File: src/rtl/fetch_pkg.sv
// fetch_pkg: shared definitions for the instruction-fetch slice.
//   FETCH_ADDR_W / FETCH_DATA_W : default address and instruction widths
//   FETCH_RESET_PC              : default first fetch address after reset
//   INST_BYTES                  : byte stride between consecutive instructions
//   fetch_entry_t               : buffered instruction together with its PC
package fetch_pkg;

    localparam int FETCH_ADDR_W = 32;
    localparam int FETCH_DATA_W = 32;
    localparam logic [FETCH_ADDR_W-1:0] FETCH_RESET_PC = 32'h0000_0000;
    localparam int INST_BYTES = 4;

    typedef struct packed {
        logic [FETCH_DATA_W-1:0] inst;
        logic [FETCH_ADDR_W-1:0] pc;
    } fetch_entry_t;

endpackage

File: src/rtl/fetch_ctrl_if.sv
// fetch_ctrl_if: bundles the instruction-memory handshake, the redirect
// input and the decode-side valid/ready channel of fetch_ctrl.
//   imem_req_o / imem_addr_o / imem_gnt_i        : request channel
//   imem_rvalid_i / imem_rdata_i                 : in-order response channel
//   redirect_i / redirect_pc_i                   : branch/jump redirect
//   inst_valid_o / inst_o / inst_pc_o / inst_ready_i : decode channel
// master = fetch_ctrl side, slave = memory/decode environment side.
interface fetch_ctrl_if
    import fetch_pkg::*;
#(
    parameter int ADDR_W = FETCH_ADDR_W,
    parameter int DATA_W = FETCH_DATA_W
);

    logic              imem_req_o;
    logic [ADDR_W-1:0] imem_addr_o;
    logic              imem_gnt_i;
    logic              imem_rvalid_i;
    logic [DATA_W-1:0] imem_rdata_i;
    logic              redirect_i;
    logic [ADDR_W-1:0] redirect_pc_i;
    logic              inst_valid_o;
    logic [DATA_W-1:0] inst_o;
    logic [ADDR_W-1:0] inst_pc_o;
    logic              inst_ready_i;

    modport master (
        output imem_req_o, imem_addr_o, inst_valid_o, inst_o, inst_pc_o,
        input  imem_gnt_i, imem_rvalid_i, imem_rdata_i,
               redirect_i, redirect_pc_i, inst_ready_i
    );

    modport slave (
        input  imem_req_o, imem_addr_o, inst_valid_o, inst_o, inst_pc_o,
        output imem_gnt_i, imem_rvalid_i, imem_rdata_i,
               redirect_i, redirect_pc_i, inst_ready_i
    );

endinterface

File: src/rtl/fetch_fifo.sv
// fetch_fifo: synchronous FIFO with flush and occupancy count.
//   clk_i, rst_i : clock, asynchronous active-high reset
//   push_i/data_i: write request and data (ignored when full without pop)
//   pop_i        : read request, head advances when non-empty
//   flush_i      : empties the FIFO; overrides push and pop
//   data_o       : head entry (stale contents when empty)
//   count_o      : number of stored entries
module fetch_fifo
    import fetch_pkg::*;
#(
    parameter type T     = logic [FETCH_ADDR_W-1:0],
    parameter int  DEPTH = 2
) (
    input  logic                       clk_i,
    input  logic                       rst_i,
    input  logic                       push_i,
    input  T                           data_i,
    input  logic                       pop_i,
    input  logic                       flush_i,
    output T                           data_o,
    output logic [$clog2(DEPTH):0]     count_o
);

    localparam int PTR_W = $clog2(DEPTH);
    localparam int CNT_W = PTR_W + 1;

    T                 mem_q [DEPTH];
    logic [PTR_W-1:0] wr_ptr_q, wr_ptr_d;
    logic [PTR_W-1:0] rd_ptr_q, rd_ptr_d;
    logic [CNT_W-1:0] count_q, count_d;
    logic             do_push, do_pop, full;

    always_comb begin
        full     = (count_q == CNT_W'(DEPTH));
        do_pop   = pop_i && (count_q != '0) && !flush_i;
        // A full FIFO still accepts a push when the head leaves this cycle.
        do_push  = push_i && !flush_i && (!full || do_pop);
        wr_ptr_d = wr_ptr_q;
        rd_ptr_d = rd_ptr_q;
        count_d  = count_q;
        if (flush_i) begin
            rd_ptr_d = wr_ptr_q;
            count_d  = '0;
        end else begin
            if (do_push) wr_ptr_d = wr_ptr_q + PTR_W'(1);
            if (do_pop)  rd_ptr_d = rd_ptr_q + PTR_W'(1);
            count_d = count_q + CNT_W'(do_push) - CNT_W'(do_pop);
        end
    end

    always_ff @(posedge clk_i or posedge rst_i) begin
        if (rst_i) begin
            wr_ptr_q <= '0;
            rd_ptr_q <= '0;
            count_q  <= '0;
            for (int i = 0; i < DEPTH; i++) mem_q[i] <= '0;
        end else begin
            wr_ptr_q <= wr_ptr_d;
            rd_ptr_q <= rd_ptr_d;
            count_q  <= count_d;
            if (do_push) mem_q[wr_ptr_q] <= data_i;
        end
    end

    assign data_o  = mem_q[rd_ptr_q];
    assign count_o = count_q;

endmodule

File: src/rtl/fetch_ctrl.sv
// fetch_ctrl: instruction-fetch sequencer.
//   clk_i : clock, all state on rising edge
//   rst_i : asynchronous active-high reset
//   bus   : fetch_ctrl_if.master
//           imem_req_o/imem_addr_o/imem_gnt_i      word-aligned fetch requests
//           imem_rvalid_i/imem_rdata_i             in-order responses
//           redirect_i/redirect_pc_i               branch redirect (highest priority)
//           inst_valid_o/inst_o/inst_pc_o/inst_ready_i  decode channel
// Owns the PC, limits in-flight plus buffered instructions to DEPTH, and
// discards responses that belong to fetches issued before a redirect.
module fetch_ctrl
    import fetch_pkg::*;
#(
    parameter int                ADDR_W   = FETCH_ADDR_W,
    parameter int                DATA_W   = FETCH_DATA_W,
    parameter logic [ADDR_W-1:0] RESET_PC = FETCH_RESET_PC,
    parameter int                DEPTH    = 2
) (
    input logic          clk_i,
    input logic          rst_i,
    fetch_ctrl_if.master bus
);

    localparam int CNT_W  = $clog2(DEPTH) + 1;
    localparam int USED_W = CNT_W + 1;

    logic [ADDR_W-1:0] pc_q, pc_d;
    logic              run_q;
    logic [CNT_W-1:0]  discard_q, discard_d;

    logic [CNT_W-1:0]  pcq_cnt, instq_cnt, outstanding_d;
    logic [ADDR_W-1:0] pcq_head;
    fetch_entry_t      inst_push_data, inst_head;
    logic [USED_W-1:0] used;
    logic              inst_valid, inst_pop, req, req_fire, rsp_ok, rsp_keep;

    always_comb begin
        inst_valid = (instq_cnt != '0);
        inst_pop   = inst_valid && bus.inst_ready_i;
        // A slot handed to decode this cycle is already free for a new request,
        // which keeps one instruction per cycle flowing with DEPTH = 2.
        used       = USED_W'(pcq_cnt) + USED_W'(instq_cnt) - USED_W'(inst_pop);
        req        = run_q && !bus.redirect_i && (used < USED_W'(DEPTH));
        req_fire   = req && bus.imem_gnt_i;
        // Responses with nothing outstanding are protocol errors and ignored.
        rsp_ok     = bus.imem_rvalid_i && (pcq_cnt != '0);
        rsp_keep   = rsp_ok && (discard_q == '0);

        inst_push_data.inst = bus.imem_rdata_i;
        inst_push_data.pc   = pcq_head;

        outstanding_d = pcq_cnt + CNT_W'(req_fire) - CNT_W'(rsp_ok);

        pc_d      = pc_q;
        discard_d = discard_q;
        if (rsp_ok && (discard_q != '0)) discard_d = discard_q - CNT_W'(1);
        if (req_fire) pc_d = pc_q + ADDR_W'(INST_BYTES);
        if (bus.redirect_i) begin
            pc_d      = {bus.redirect_pc_i[ADDR_W-1:2], 2'b00};
            // Everything still in flight after this cycle predates the redirect.
            discard_d = outstanding_d;
        end
    end

    always_ff @(posedge clk_i or posedge rst_i) begin
        if (rst_i) begin
            pc_q      <= RESET_PC;
            run_q     <= 1'b0;
            discard_q <= '0;
        end else begin
            pc_q      <= pc_d;
            run_q     <= 1'b1;
            discard_q <= discard_d;
        end
    end

    // PCs of issued requests, matched to responses in order.
    fetch_fifo #(
        .T     (logic [ADDR_W-1:0]),
        .DEPTH (DEPTH)
    ) u_pcq (
        .clk_i   (clk_i),
        .rst_i   (rst_i),
        .push_i  (req_fire),
        .data_i  (pc_q),
        .pop_i   (rsp_ok),
        .flush_i (1'b0),
        .data_o  (pcq_head),
        .count_o (pcq_cnt)
    );

    // Returned instructions waiting for decode; a redirect drops them all,
    // including a response arriving in the redirect cycle.
    fetch_fifo #(
        .T     (fetch_entry_t),
        .DEPTH (DEPTH)
    ) u_instq (
        .clk_i   (clk_i),
        .rst_i   (rst_i),
        .push_i  (rsp_keep),
        .data_i  (inst_push_data),
        .pop_i   (inst_pop),
        .flush_i (bus.redirect_i),
        .data_o  (inst_head),
        .count_o (instq_cnt)
    );

    assign bus.imem_req_o   = req;
    assign bus.imem_addr_o  = pc_q;
    assign bus.inst_valid_o = inst_valid;
    assign bus.inst_o       = inst_head.inst;
    assign bus.inst_pc_o    = inst_head.pc;

    a_rvalid_has_request: assert property (
        @(posedge clk_i) disable iff (rst_i) !(bus.imem_rvalid_i && (pcq_cnt == '0))
    );

endmodule
File: src/flat_wrapper.sv
// flat-port wrapper written by rule: the top's interface ports become plain ports
module fetch_ctrl_flat import fetch_pkg::*;
#(
    parameter int                ADDR_W   = FETCH_ADDR_W,
    parameter int                DATA_W   = FETCH_DATA_W,
    parameter logic [ADDR_W-1:0] RESET_PC = FETCH_RESET_PC,
    parameter int                DEPTH    = 2
)
  (clk_i, rst_i, bus_imem_req_o, bus_imem_addr_o, bus_inst_valid_o, bus_inst_o, bus_inst_pc_o, bus_imem_gnt_i, bus_imem_rvalid_i, bus_imem_rdata_i, bus_redirect_i, bus_redirect_pc_i, bus_inst_ready_i);
  fetch_ctrl_if #(.ADDR_W(ADDR_W), .DATA_W(DATA_W)) bus_i ();
  input logic clk_i;
  input logic rst_i;
  output wire logic [$bits(bus_i.imem_req_o)-1:0] bus_imem_req_o;
  output wire logic [$bits(bus_i.imem_addr_o)-1:0] bus_imem_addr_o;
  output wire logic [$bits(bus_i.inst_valid_o)-1:0] bus_inst_valid_o;
  output wire logic [$bits(bus_i.inst_o)-1:0] bus_inst_o;
  output wire logic [$bits(bus_i.inst_pc_o)-1:0] bus_inst_pc_o;
  input wire logic [$bits(bus_i.imem_gnt_i)-1:0] bus_imem_gnt_i;
  input wire logic [$bits(bus_i.imem_rvalid_i)-1:0] bus_imem_rvalid_i;
  input wire logic [$bits(bus_i.imem_rdata_i)-1:0] bus_imem_rdata_i;
  input wire logic [$bits(bus_i.redirect_i)-1:0] bus_redirect_i;
  input wire logic [$bits(bus_i.redirect_pc_i)-1:0] bus_redirect_pc_i;
  input wire logic [$bits(bus_i.inst_ready_i)-1:0] bus_inst_ready_i;
  assign bus_imem_req_o = bus_i.imem_req_o;
  assign bus_imem_addr_o = bus_i.imem_addr_o;
  assign bus_inst_valid_o = bus_i.inst_valid_o;
  assign bus_inst_o = bus_i.inst_o;
  assign bus_inst_pc_o = bus_i.inst_pc_o;
  assign bus_i.imem_gnt_i = bus_imem_gnt_i;
  assign bus_i.imem_rvalid_i = bus_imem_rvalid_i;
  assign bus_i.imem_rdata_i = bus_imem_rdata_i;
  assign bus_i.redirect_i = bus_redirect_i;
  assign bus_i.redirect_pc_i = bus_redirect_pc_i;
  assign bus_i.inst_ready_i = bus_inst_ready_i;
  fetch_ctrl #(.ADDR_W(ADDR_W), .DATA_W(DATA_W), .RESET_PC(RESET_PC), .DEPTH(DEPTH)) u_core (.clk_i(clk_i), .rst_i(rst_i), .bus(bus_i));
endmodule
File: config.mk
export PLATFORM = sky130hd
export DESIGN_NAME = fetch_ctrl_flat
export DESIGN_NICKNAME = d
export VERILOG_FILES = /design/src/rtl/fetch_pkg.sv /design/src/rtl/fetch_ctrl_if.sv /design/src/rtl/fetch_fifo.sv /design/src/rtl/fetch_ctrl.sv /design/src/flat_wrapper.sv
export SDC_FILE = /design/constraint.sdc
export NUM_CORES = 1
export LEC_CHECK = 0
export ABC_CLOCK_PERIOD_IN_PS = 7900
export BUFFER_PORTS_ARGS = -buffer_cell sky130_fd_sc_hd__buf_2
export CORE_MARGIN = 2
export CORE_UTILIZATION = 35
export CTS_CLUSTER_SIZE = 12
export DETAILED_ROUTE_END_ITERATION = 12
export GPL_ROUTABILITY_DRIVEN = 0
export SYNTH_ARGS = -nofsm -noshare
export SYNTH_HDL_FRONTEND = slang
export SYNTH_SLANG_ARGS = --single-unit
File: constraint.sdc
create_clock -name clk_i -period 7.9 [get_ports clk_i]
set_clock_uncertainty 0.05 [all_clocks]
set_input_delay 0.395 -clock clk_i [delete_from_list [all_inputs] [get_ports clk_i]]
set_output_delay 0.395 -clock clk_i [all_outputs]
set_load 0.01 [all_outputs]
---- After elaboration in Yosys (flattened, before gate mapping) ----
Index checks and enable logic that the tools add are counted.
storage, ports and cells
  register bits after elaboration ......... 235
  input bits .............................. 70
  output and inout port bits .............. 98
  logic and storage cells ................. 90
cells by class
  $add $sub $neg .......................... 14
  $lt $le $gt $ge ......................... 7
  eq/ne operators ......................... 2
  mux-type cells .......................... 19
  bitwise gates (word level) .............. 5
  reductions and logical operators ........ 28
operator list
  cell                     number
  $mux W64                 4
  $mux W32                 6
  $bwmux W128              1
  $bwmux W64               1
  $demux W64 S1            1
  $add A32 B3 Y32 const B  1
  $demux W32 S1            1
  $logic_and A1 B1 Y1      15
  $reduce_bool A2 Y1       6
  $ge A2 B2 Y1 const B     4
  $not A1 Y2               4
  $add A2 B1 Y2            3
  $mux W2                  3
  $sub A2 B1 Y2            3
  $add A1 B1 Y1 const B    4
  $eq A2 B2 Y1 const B     2
  $lt A2 B1 Y1 const B     2
  $add A2 B2 Y3            1
  $logic_not A1 Y1         3
  $lt A3 B2 Y1 const B     1
  $sub A3 B1 Y3            1
  $logic_not A2 Y1         1
  $logic_or A1 B1 Y1       2
  $mux W1                  2
  3 further kinds          3

---- Depth between registers and ports, before layout ----
Gate-level depths: netlist of the first run.
  depth after elaboration ................. 9
  gate-level depth with buffers ........... 15

---- By module ----
Synthesis of the first run repeated with hierarchy kept, for this count alone.
unflattened totals
  cell total of the unflattened synthesis .. 804
  area total of the unflattened synthesis .. 11317.1 um^2
by module, submodules not included
  module                       instances  cells an instance  area an instance (um^2)
  fetch_fifo (u_core.u_instq)  1          364                6039.5
  fetch_fifo (u_core.u_pcq)    1          194                3126.7
  fetch_ctrl                   1          246                2150.8

---- Worst setup path before layout of the first run ----
OpenSTA, ideal clock, no wires.
  path kind ............................... register to register
  start point ............................. register u_core.u_instq.count_q[1] (netlist: u_core.u_instq.count_o[1])
  end point ............................... register u_core.discard_q[1]
  library setup time ...................... 0.077 ns
  arrival time ............................ 3.400 ns
  required time ........................... 7.773 ns
  path slack .............................. 4.373 ns
  cell stages (with the launch flop) ...... 16
  period minus slack after synthesis ...... 3.527 ns
  cell sequence ........................... dfrtp_1 or2_2 nand2_1 inv_1 ha_1 nand2b_1 fa_1 xnor2_1 nor4b_2 inv_1 clkbuf_1 ha_1 inv_1 ha_1 xor2_1 a21oi_1
on the way
  longest elaborated chain between the ends .. 9
ends and longest elaborated chain
  item                    RTL line            RTL
  start, declared         fetch_fifo.sv:30    logic [CNT_W-1:0] count_q, count_d;
  start signal, assigned  fetch_fifo.sv:60    count_q <= count_d;
  $reduce_bool A2 Y1      fetch_ctrl.sv:38    inst_valid = (instq_cnt != '0);
  net bus_inst_valid_o    flat_wrapper.sv:15  output wire logic [$bits(bus_i.inst_valid_o)-1:0] bus_inst_valid_o;
  $logic_and A1 B1 Y1     fetch_ctrl.sv:39    inst_pop = inst_valid && bus.inst_ready_i;
  $sub A3 B1 Y3           fetch_ctrl.sv:42    used = USED_W'(pcq_cnt) + USED_W'(instq_cnt) - USED_W'(inst_pop);
  $lt A3 B2 Y1            fetch_ctrl.sv:43    req = run_q && !bus.redirect_i && (used < USED_W'(DEPTH));
  $logic_and A1 B1 Y1     fetch_ctrl.sv:43
  $logic_and A1 B1 Y1     fetch_ctrl.sv:44    req_fire = req && bus.imem_gnt_i;
  $add A2 B1 Y2           fetch_ctrl.sv:52    outstanding_d = pcq_cnt + CNT_W'(req_fire) - CNT_W'(rsp_ok);
  $sub A2 B1 Y2           fetch_ctrl.sv:52
  $mux W2                 fetch_ctrl.sv:58    if (bus.redirect_i) begin
  end signal, assigned    fetch_ctrl.sv:73    discard_q <= discard_d;
  end, declared           fetch_ctrl.sv:29    logic [CNT_W-1:0] discard_q, discard_d;
The timed path passes the listed nets, and every way through them passes these cells.
A chain may end at the register's enable or synchronous reset.

---- Worst setup path after layout of the first run ----
  start point ............................. register u_core.u_instq.count_q[1] (netlist: u_core.u_instq.count_o[1])
  end point ............................... register u_core.u_pcq.mem_q[14] in the netlist's numbering
on the way
  longest elaborated chain between the ends .. 7
ends and longest elaborated chain
  item                                                                   RTL line          RTL
  parallel branches: the longest is 2 deep, another holds $add A2 B2 Y3  n/a
  $sub A3 B1 Y3 *                                                        fetch_ctrl.sv:42
  $lt A3 B2 Y1 *                                                         fetch_ctrl.sv:43
  $logic_and A1 B1 Y1 *                                                  fetch_ctrl.sv:43
  $logic_and A1 B1 Y1 *                                                  fetch_ctrl.sv:44
  $logic_and A1 B1 Y1 *                                                  fetch_fifo.sv:37  do_push = push_i && !flush_i && (!full || do_pop);
  end signal, assigned by index                                          fetch_fifo.sv:61  if (do_push) mem_q[wr_ptr_q] <= data_i;
  end, declared                                                          fetch_fifo.sv:27  T mem_q [DEPTH];
Every way passes the cells marked *.

==> impl_metrics.tcl, run 1 <==
set metrics [dict create \
    status "finished with violations" \
    violations "negative hold slack" \
    async_reset_ff_frac 1.00 \
    synth_seq_area_share 0.540 \
    nNetsFinal 1083 \
    insertion_delay_ps 520 \
    cts_repair_resize_count 0 \
    dp_cells 1365 \
    dieArea_um2 31200 \
    synth.top_cell.area_share 0.540 \
    yosysMostFrequentCell "dfrtp_1" \
    critPathMaxStageDelay_ps 670 \
    critPathCaptureType "flip-flop" \
    grt_use_met2 0.239 \
    drtIter0Drc 396 \
    power.density_nw_per_um2 381 \
    num_vias 7026 \
    critPathKind "reg -> reg" \
    period_share 0.540 \
    setup_tns_ps 0 \
    die_x_um 177 \
    ys_types 51 \
    hp-class "in -> async" \
    met3_usage 0.0297 \
    critPathSlowestCell "inv_1" \
    cts_buffer_depth 3 \
    worstMarginPinSlew_ps 1110 \
    cts.hold.buffers_added 0 \
    synthesis.area_um2 10400 \
    syn_to_final_growth_pct 18.6 \
    holdWs_ps -28.5 \
    ys_ff_latch 225 \
    p_total_uw 4700 \
    core_area_um2 29500 \
    layout-drive-gt1-share 0.395 \
    cp-start-kind "flip-flop" \
    utilization 0.419 \
    wl_um 24100 \
    synth_top_cell_by_area "dfrtp_1" \
    die_h_um 177 \
    viasPerCell 4.99 \
    path_cells "or2_2 -> nand2_1 -> inv_1 -> ha_1 -> nand2b_1 -> fa_1 -> xnor2_1 -> nor4b_4 -> buf_4 -> inv_1 -> nor2_1 -> nand2_1 -> buf_4 -> mux2_2" \
    drv_slew 0 \
    portBuffers 161 \
    root_buffer "clkbuf_16" \
    cts_setup_buffers 0 \
    ys_top_cells_by_area "dfrtp_1 54%, mux2_2 17%, mux2_4 4.3%, mux2i_1 3.2%, o21ai_0 2.5%" \
    grt_pass1_wl_um 38900 \
    globalRouteOverflowTotal 0 \
    grt.total_usage 0.155 \
    yosysWarnings 0 \
    grt_pass1_vias 7061 \
    ant_nets 0 \
    worst-r2r-cell-count 14 \
    antenna_found_initial 0 \
    start_util 0.353 \
    rows 63 \
    slew_headroom 0.260 \
    fill_cells 2849 \
    io_pins 168 \
    arrival_ps 4620 \
    fmax_mhz 234 \
    place_hpwl_um 15400 \
    avgSynthCellArea_um2 12.1 \
    max-vdd-ir-drop_v 0.000164 \
    crit_required_ps 8250 \
    layout_min_cycle_time_ps 4270 \
    path_max_fanout 30 \
    top_usage_layer "met2" \
    cts_tree "yes" \
    netlist_instances 859 \
    tritoncts.num_buffers 26 \
    use_met1 0.227 \
    grt_start_max_net_pins 144 \
    insertedDiodeCount 0 \
    finalHoldViolations 3 \
    synth_common_cells "225 x dfrtp_1, 156 x mux2_2, 67 x nand2_1" \
    postLayoutCellArea_um2 12400 \
    cts_sinks 225 \
    clk_pin_slew_ps 60 \
    drt_pre_antenna_iters 4 \
    avgRoutedWirePerCell_um 17.1 \
    ys.flop_type "dfrtp_1" \
    rsz0062_at_grt "no" \
    synth_enable_flop_cells 0 \
    final_cells 1409 \
    maxCapViolCount 0 \
    p_leak_uw 0.00594 \
    setup_viol_count_final 0 \
    drcViolationCount 0 \
    htree_levels 1 \
    placed_cell_area_um2 11500 \
]
[layer usage]
layer	vias up	wire length, um	part of all wire
li1	3321	-	-
met1	3481	11800	0.49
met2	195	10500	0.44
met3	29	1450	0.060
met4	0	312	0.013
met5	-	0	0
[worst paths after layout]
path                                           start                         end  slack (ps)
max                        u_core.u_instq.count_o[1]      u_core.u_pcq.mem_q[14]        3630
min                                            rst_i   u_core.u_instq.mem_q[118]         -30
max reg2reg                u_core.u_instq.count_o[1]      u_core.u_pcq.mem_q[14]        3630
min reg2reg                 u_core.u_instq.mem_q[17]    u_core.u_instq.mem_q[17]         420
max in group asynchronous                      rst_i  u_core.bus.imem_addr_o[20]        5990
min in group clk_i             bus_redirect_pc_i[20]  u_core.bus.imem_addr_o[20]          40
[cells by family after synthesis]
kind of cell / Yosys count / share of synthesized area
adder cells (fa/ha/maj): 10 / 0.0127
multiplexers: 219 / 0.244
AO/OA/AOI/OAI: 117 / 0.0656
flip-flops: 225 / 0.540
XOR/XNOR: 13 / 0.0109
other: 2 / 0.000721
AND/OR/NAND/NOR: 199 / 0.0914
buffers and inverters: 74 / 0.0347
[cell type report]
cell class,count,area [um2],share of cell area
Sequential cell,225,5630,0.456
Multi-Input combinational cell,563,4460,0.361
Timing Repair Buffer,171,881,0.0713
Clock buffer,42,792,0.0641
Tap cell,390,488,0.0395
Inverter,16,67.6,0.00547
Clock inverter,2,35.0,0.00283
[power breakdown]
part	total (uW)	internal (uW)	switching [uW]
combinational	1610	869	742
sequential	1930	1610	316
clock	1160	710	451
[critical path: cells and delay by family, from the launching register on]
kind	cells	cell delay, ps
simple gates	6	960
mux	1	380
xor+xnor	1	300
flops	1	410
fa+ha+maj	2	630
buf+inv	4	1360
[flip-flops by register name, indices dropped and copies added, names as in the netlist]
name,count
u_core.bus.imem_addr_o,30
u_core.u_instq.count_o,2
u_core.discard_q,2
u_core.u_pcq.wr_ptr_q,1
u_core.u_pcq.mem_q,60
u_core.u_pcq.rd_ptr_q,1
u_core.u_instq.mem_q,124
u_core.u_instq.wr_ptr_q,1
u_core.run_q,1
u_core.u_instq.rd_ptr_q,1
u_core.u_pcq.count_o,2
[stage by stage]
| step | hold WS [ps] | setup slack, ps |
|---|---|---|
| after detailed placement | 415 | 3610 |
| after global placement | 406 | 3660 |
| final | -28.5 | 3630 |
| after floorplan | 394 | 1290 |
| after global routing | 23.4 | 3330 |
| after CTS | 8.85 | 3600 |
[placed cells by master (no fill, tap or decap), types with 5 or more instances in the layout]
master,instances
clkbuf_16,27
or3_1,5
inv_1,15
and3_1,6
nand4_1,13
nor2_1,49
nand2_1,67
nand3_1,21
dfrtp_1,223
clkbuf_1,9
clkbuf_8,6
buf_2,161
nor3_1,7
xnor2_1,9
mux2_4,30
nor2b_1,9
a221o_1,6
o21ai_0,53
mux2i_1,33
conb_1,5
buf_4,10
a21oi_1,36
ha_1,9
mux2_2,156
o311ai_0,7
Power figures use the tool's default switching activity.
==> run 2, diff against run 1 <==
- ABC_CLOCK_PERIOD_IN_PS: 7900 -> 3450
- clock period: 7.9 -> 3.45 ns (I/O delays scaled with it)
==> impl_metrics.tcl, run 2 (synthesis gave the netlist of run 1 again) <==
set metrics [dict create \
    dieArea_um2 31200 \
    insertion_delay_ps 550 \
    critPathCaptureType "flip-flop" \
    die_h_um 177 \
    num_vias 7313 \
    critPathMaxStageDelay_ps 530 \
    avgRoutedWirePerCell_um 16.7 \
    status "completed" \
    wl_um 24900 \
    fill_cells 2753 \
    viasPerCell 4.91 \
    ant_nets 0 \
    syn_to_final_growth_pct 27.9 \
    place_hpwl_um 15800 \
    drt_pre_antenna_iters 4 \
    setup_viol_count_final 0 \
    min_from "bus_redirect_i" \
    worst-r2r-cell-count 12 \
    cpMostUsedCell "nand2_2" \
    period_share 0.965 \
    io_pins 168 \
    power.density_nw_per_um2 843 \
    cp-start-kind "flip-flop" \
    setup_tns_ps 0 \
    max-vdd-ir-drop_v 0.000386 \
    fmax_mhz 300 \
    maxCapViolCount 0 \
    globalRouteOverflowTotal 0 \
    nNetsFinal 1160 \
    largest_reg_flops 124 \
    grt_pass1_wl_um 39700 \
    utilization 0.452 \
    cts_buffer_depth 3 \
    p_leak_uw 0.00637 \
    critPathSlowestCell "fa_2" \
    clk_pin_slew_ps 60 \
    insertedDiodeCount 0 \
    path_cells "or2_4 -> nand2_2 -> inv_1 -> ha_1 -> nand2b_4 -> fa_2 -> nand2_2 -> nor4b_4 -> inv_2 -> nor3_4 -> buf_8 -> mux2_2" \
    grt_start_max_net_pins 117 \
    crit_required_ps 3830 \
    antenna_found_initial 0 \
    root_buffer "clkbuf_16" \
    critPathKind "reg -> reg" \
    htree_levels 1 \
    drcViolationCount 0 \
    reg2reg_slack_ps 120 \
    hp-class "in -> reg" \
    path_max_fanout 15 \
    finalHoldViolations 0 \
    worstMarginPinSlew_ps 722 \
    layout_common_cells "224 x dfrtp_1, 161 x buf_2, 156 x mux2_2, 65 x nand2_1, 64 x dlygate4sd3_1" \
    arrival_ps 3710 \
    r2r_start "u_core.u_instq.count_o[1]" \
    holdWs_ps 22.7 \
    core_area_um2 29500 \
    start_util 0.353 \
    grt_pass1_vias 7360 \
    cts_tree "yes" \
    grt.total_usage 0.158 \
    worstReg2RegEnd "u_core.u_pcq.mem_q[47]" \
    largest-register "u_core.u_instq.mem_q" \
    layout-drive-gt1-share 0.393 \
    hold_path_depth 3 \
    rows 63 \
    portBuffers 161 \
    die_x_um 177 \
    mostFrequentLayoutCell "dfrtp_1" \
    drv_slew 0 \
    drtIter0Drc 298 \
    min_to "u_core.u_instq.wr_ptr_q" \
    tritoncts.num_buffers 27 \
    cts_sinks 225 \
    p_total_uw 11200 \
    layout_min_cycle_time_ps 3330 \
    slew_headroom 0.519 \
]
## run 2: cell count changes in the layout (fill, tap and decap cells not counted), sizes merged
cell,change
buf,+11
bufinv,+2
clkbuf,-5
clkinv,+7
clkinvlp,+1
dlygate4sd3,+64
## run 2: critical path: cells and delay by family (launching register included)
family	cells	cell delay (ps)
mux	1	350
flops	1	400
fa+ha+maj	2	790
simple gates	6	1230
buf+inv	3	390
## run 2: worst max-delay path by stage
stage,from,endpoint,slack [ps],cells after the start
6_report,u_core.u_instq.count_o[1],u_core.u_pcq.mem_q[47],120,12
4_1_cts,u_core.u_instq.count_o[1],u_core.u_pcq.mem_q[52],70,12
3_3_place_gp,u_core.u_instq.count_o[1],u_core.u_pcq.mem_q[48],130,12
3_5_place_dp,u_core.u_instq.count_o[1],u_core.u_pcq.mem_q[42],90,12
5_1_grt,u_core.u_instq.count_o[1],u_core.u_pcq.mem_q[37],-30,12
2_1_floorplan,u_core.u_instq.count_o[1],u_core.discard_q[1],20,15
## run 2: what timing repair did
action / CTS / global route
buffers inserted: 0 / 3
endpoints found under the hold margin: 122 / 0
setup endpoints to repair: 0 / 67
hold buffers: 64 / 0
gates resized for setup: 0 / 11
## run 2: layout make-up
type                    instances  area, um2  area share
clock buffers                  36        790      0.0593
well taps                     390        488      0.0366
multi-input cells             563       4490       0.337
repair buffers                247       1710       0.128
inverters                      16       63.8     0.00479
flip-flops and latches        225       5630       0.423
clock inverters                12        150      0.0113
## run 2: metrics by stage
step / instances / worst slack (ps) / area [um2]
after global routing: 1489 / -31.8 / 13300
after detailed placement: 1372 / 92.4 / 11700
after CTS: 1484 / 70.2 / 13200
final: 1489 / 121 / 13300
after floorplan: 862 / 24.3 / 10400
after global placement: 1372 / 127 / 11700
## run 2: layer usage
layer,routed length [um],vias to the layer above,global-route usage
li1,-,3486,-
met1,11800,3576,0.222
met2,11000,217,0.249
met3,1610,34,0.0342
met4,495,0,0.0386
met5,0,-,0
## run 2: where the power goes
group	switching [uW]	internal, uW
sequential	683	3700
clock	1130	1820
combinational	1790	2110
total	3600	7630
==> run 3, diff against run 2 <==
- CORE_UTILIZATION: 35 -> 51
- PLACE_DENSITY: not set -> 0.76
==> impl_metrics.tcl, run 3 (synthesis gave the netlist of run 1 again) <==
set metrics [dict create \
    max-vdd-ir-drop_v 0.000387 \
    timing.final.ws_setup_ps 185 \
    wl_um 24200 \
    nNetsFinal 1159 \
    min_from "bus_redirect_i" \
    arrival_ps 3660 \
    rsz0062_at_grt "no" \
    status "completed" \
    layout_common_cells "224 x dfrtp_1, 162 x buf_2, 156 x mux2_2, 65 x nand2_1, 64 x dlygate4sd3_1" \
    grt_use_met2 0.381 \
    root_buffer "clkbuf_16" \
    dp_slack_ps 57.6 \
    fmax_mhz 306 \
    clk_pin_slew_ps 60 \
    layout-drive-gt1-share 0.384 \
    place_hpwl_um 15000 \
    met3_usage 0.0373 \
    final_cells 1365 \
    dp_cells 1255 \
    power.density_nw_per_um2 826 \
    crit_required_ps 3840 \
    mostFrequentLayoutCell "dfrtp_1" \
    syn_to_final_growth_pct 24.5 \
    swShare 0.326 \
    layout_min_cycle_time_ps 3270 \
    worst-r2r-cell-count 15 \
    placed_cell_area_um2 11500 \
    r2r_start "u_core.u_instq.count_o[1]" \
    viasPerCell 5.44 \
    die_x_um 147 \
    period_share 0.946 \
    p_int_uw 7220 \
    setup_tns_ps 0 \
    grt_start_max_net_pins 73 \
    hold_path_depth 3 \
    portBuffers 161 \
    num_vias 7420 \
    largest-register "u_core.u_instq.mem_q" \
    die_h_um 147 \
    drt_pre_antenna_iters 5 \
    rows 52 \
    cp-start-kind "flip-flop" \
    postLayoutCellArea_um2 13000 \
    htree_levels 1 \
    top_usage_layer "met2" \
    worstReg2RegEnd "u_core.discard_q[1]" \
    pwr-share-clk 0.226 \
    finalHoldViolations 0 \
    grt_pass1_wl_um 39500 \
    p_leak_uw 0.00626 \
    power.share.sequential 0.411 \
    drv_slew 0 \
    ant_nets 0 \
    combPwrFrac 0.362 \
    antenna_found_initial 0 \
    min_to "u_core.u_instq.wr_ptr_q" \
    grt.total_usage 0.225 \
    cts_buffer_depth 3 \
    grt_pass1_vias 7728 \
    worstMarginPinSlew_ps 722 \
    cts_sinks 225 \
    dieArea_um2 21600 \
    hp-class "in -> reg" \
    largest_reg_flops 124 \
    setup_viol_count_final 0 \
    avgRoutedWirePerCell_um 17.7 \
    globalRouteOverflowTotal 0 \
    insertedDiodeCount 0 \
    insertion_delay_ps 520 \
    cts_tree "yes" \
    slew_headroom 0.514 \
    use_met1 0.307 \
    io_pins 168 \
    reg2reg_slack_ps 180 \
    tritoncts.num_buffers 25 \
    start_util 0.517 \
    p_total_uw 10700 \
    cp-startpoint "u_core.u_instq.count_o[1]" \
    path_max_fanout 7 \
    critPathCaptureType "flip-flop" \
    drcViolationCount 0 \
    critPathKind "reg -> reg" \
    switchingPower_uw 3490 \
    drtIter0Drc 401 \
    maxCapViolCount 0 \
    core_area_um2 20200 \
]
## run 3: area by class of cell
class | instances | area, um2
clock buffers | 36 | 707
clock inverters | 7 | 40.0
fillers | 1516 | 7200
inverters | 16 | 63.8
multi-input cells | 563 | 4480
flip-flops and latches | 225 | 5630
well taps | 270 | 338
repair buffers | 248 | 1710
## run 3: per-layer routing
metal | up-vias | routed length [um] | share of wire
met5 | - | 0 | 0
met4 | 0 | 370 | 0.015
met3 | 37 | 1480 | 0.061
met2 | 257 | 11500 | 0.48
met1 | 3652 | 10800 | 0.45
li1 | 3474 | - | -
## run 3: per-stage QoR
| step | hold WS [ps] | util |
|---|---|---|
| 3_3_place_gp | 171 | 0.572 |
| 4_1_cts | 87.1 | 0.641 |
| 6_report | 99.0 | 0.643 |
| 2_1_floorplan | 234 | - |
| 3_5_place_dp | 179 | 0.572 |
| 5_1_grt | 113 | 0.643 |
## run 3: timing repair
item / 4_1_cts / 5_1_grt
buffers inserted: 0 / 2
endpoints found under the setup margin: 0 / 13
hold buffers: 64 / 0
resized for setup: 0 / 8
hold endpoints to repair: 109 / 0
## run 3: power groups by stage
stage / Clock, uW / Sequential [uW] / Combinational [uW]
2_1_floorplan: 0 / 4180 / 2760
3_3_place_gp: 0 / 4350 / 3690
3_5_place_dp: 0 / 4420 / 3760
4_1_cts: 2490 / 4390 / 3870
5_1_grt: 2610 / 4550 / 4250
6_report: 2420 / 4400 / 3880
## run 3: worst max-delay path, stage by stage, from the launching register on
cell and delay [ps]:
dfrtp_1 400, or2_4 260, nand2_2 70, inv_1 40, ha_1 250, nand2b_1 160
fa_2 540, nand2_2 70, nor4b_4 300, inv_2 110, buf_6 150, ha_1 260
inv_1 40, ha_1 180, xor2_1 160, a21oi_1 150
## run 3: how the worst max path moves through the flow
stage | endpoint | slack (ps)
5_1_grt | u_core.discard_q[0] | 10
4_1_cts | u_core.bus.imem_addr_o[14] | 30
2_1_floorplan | u_core.discard_q[1] | 20
6_report | u_core.discard_q[1] | 180
3_3_place_gp | u_core.discard_q[0] | 180
3_5_place_dp | u_core.bus.imem_addr_o[14] | 60
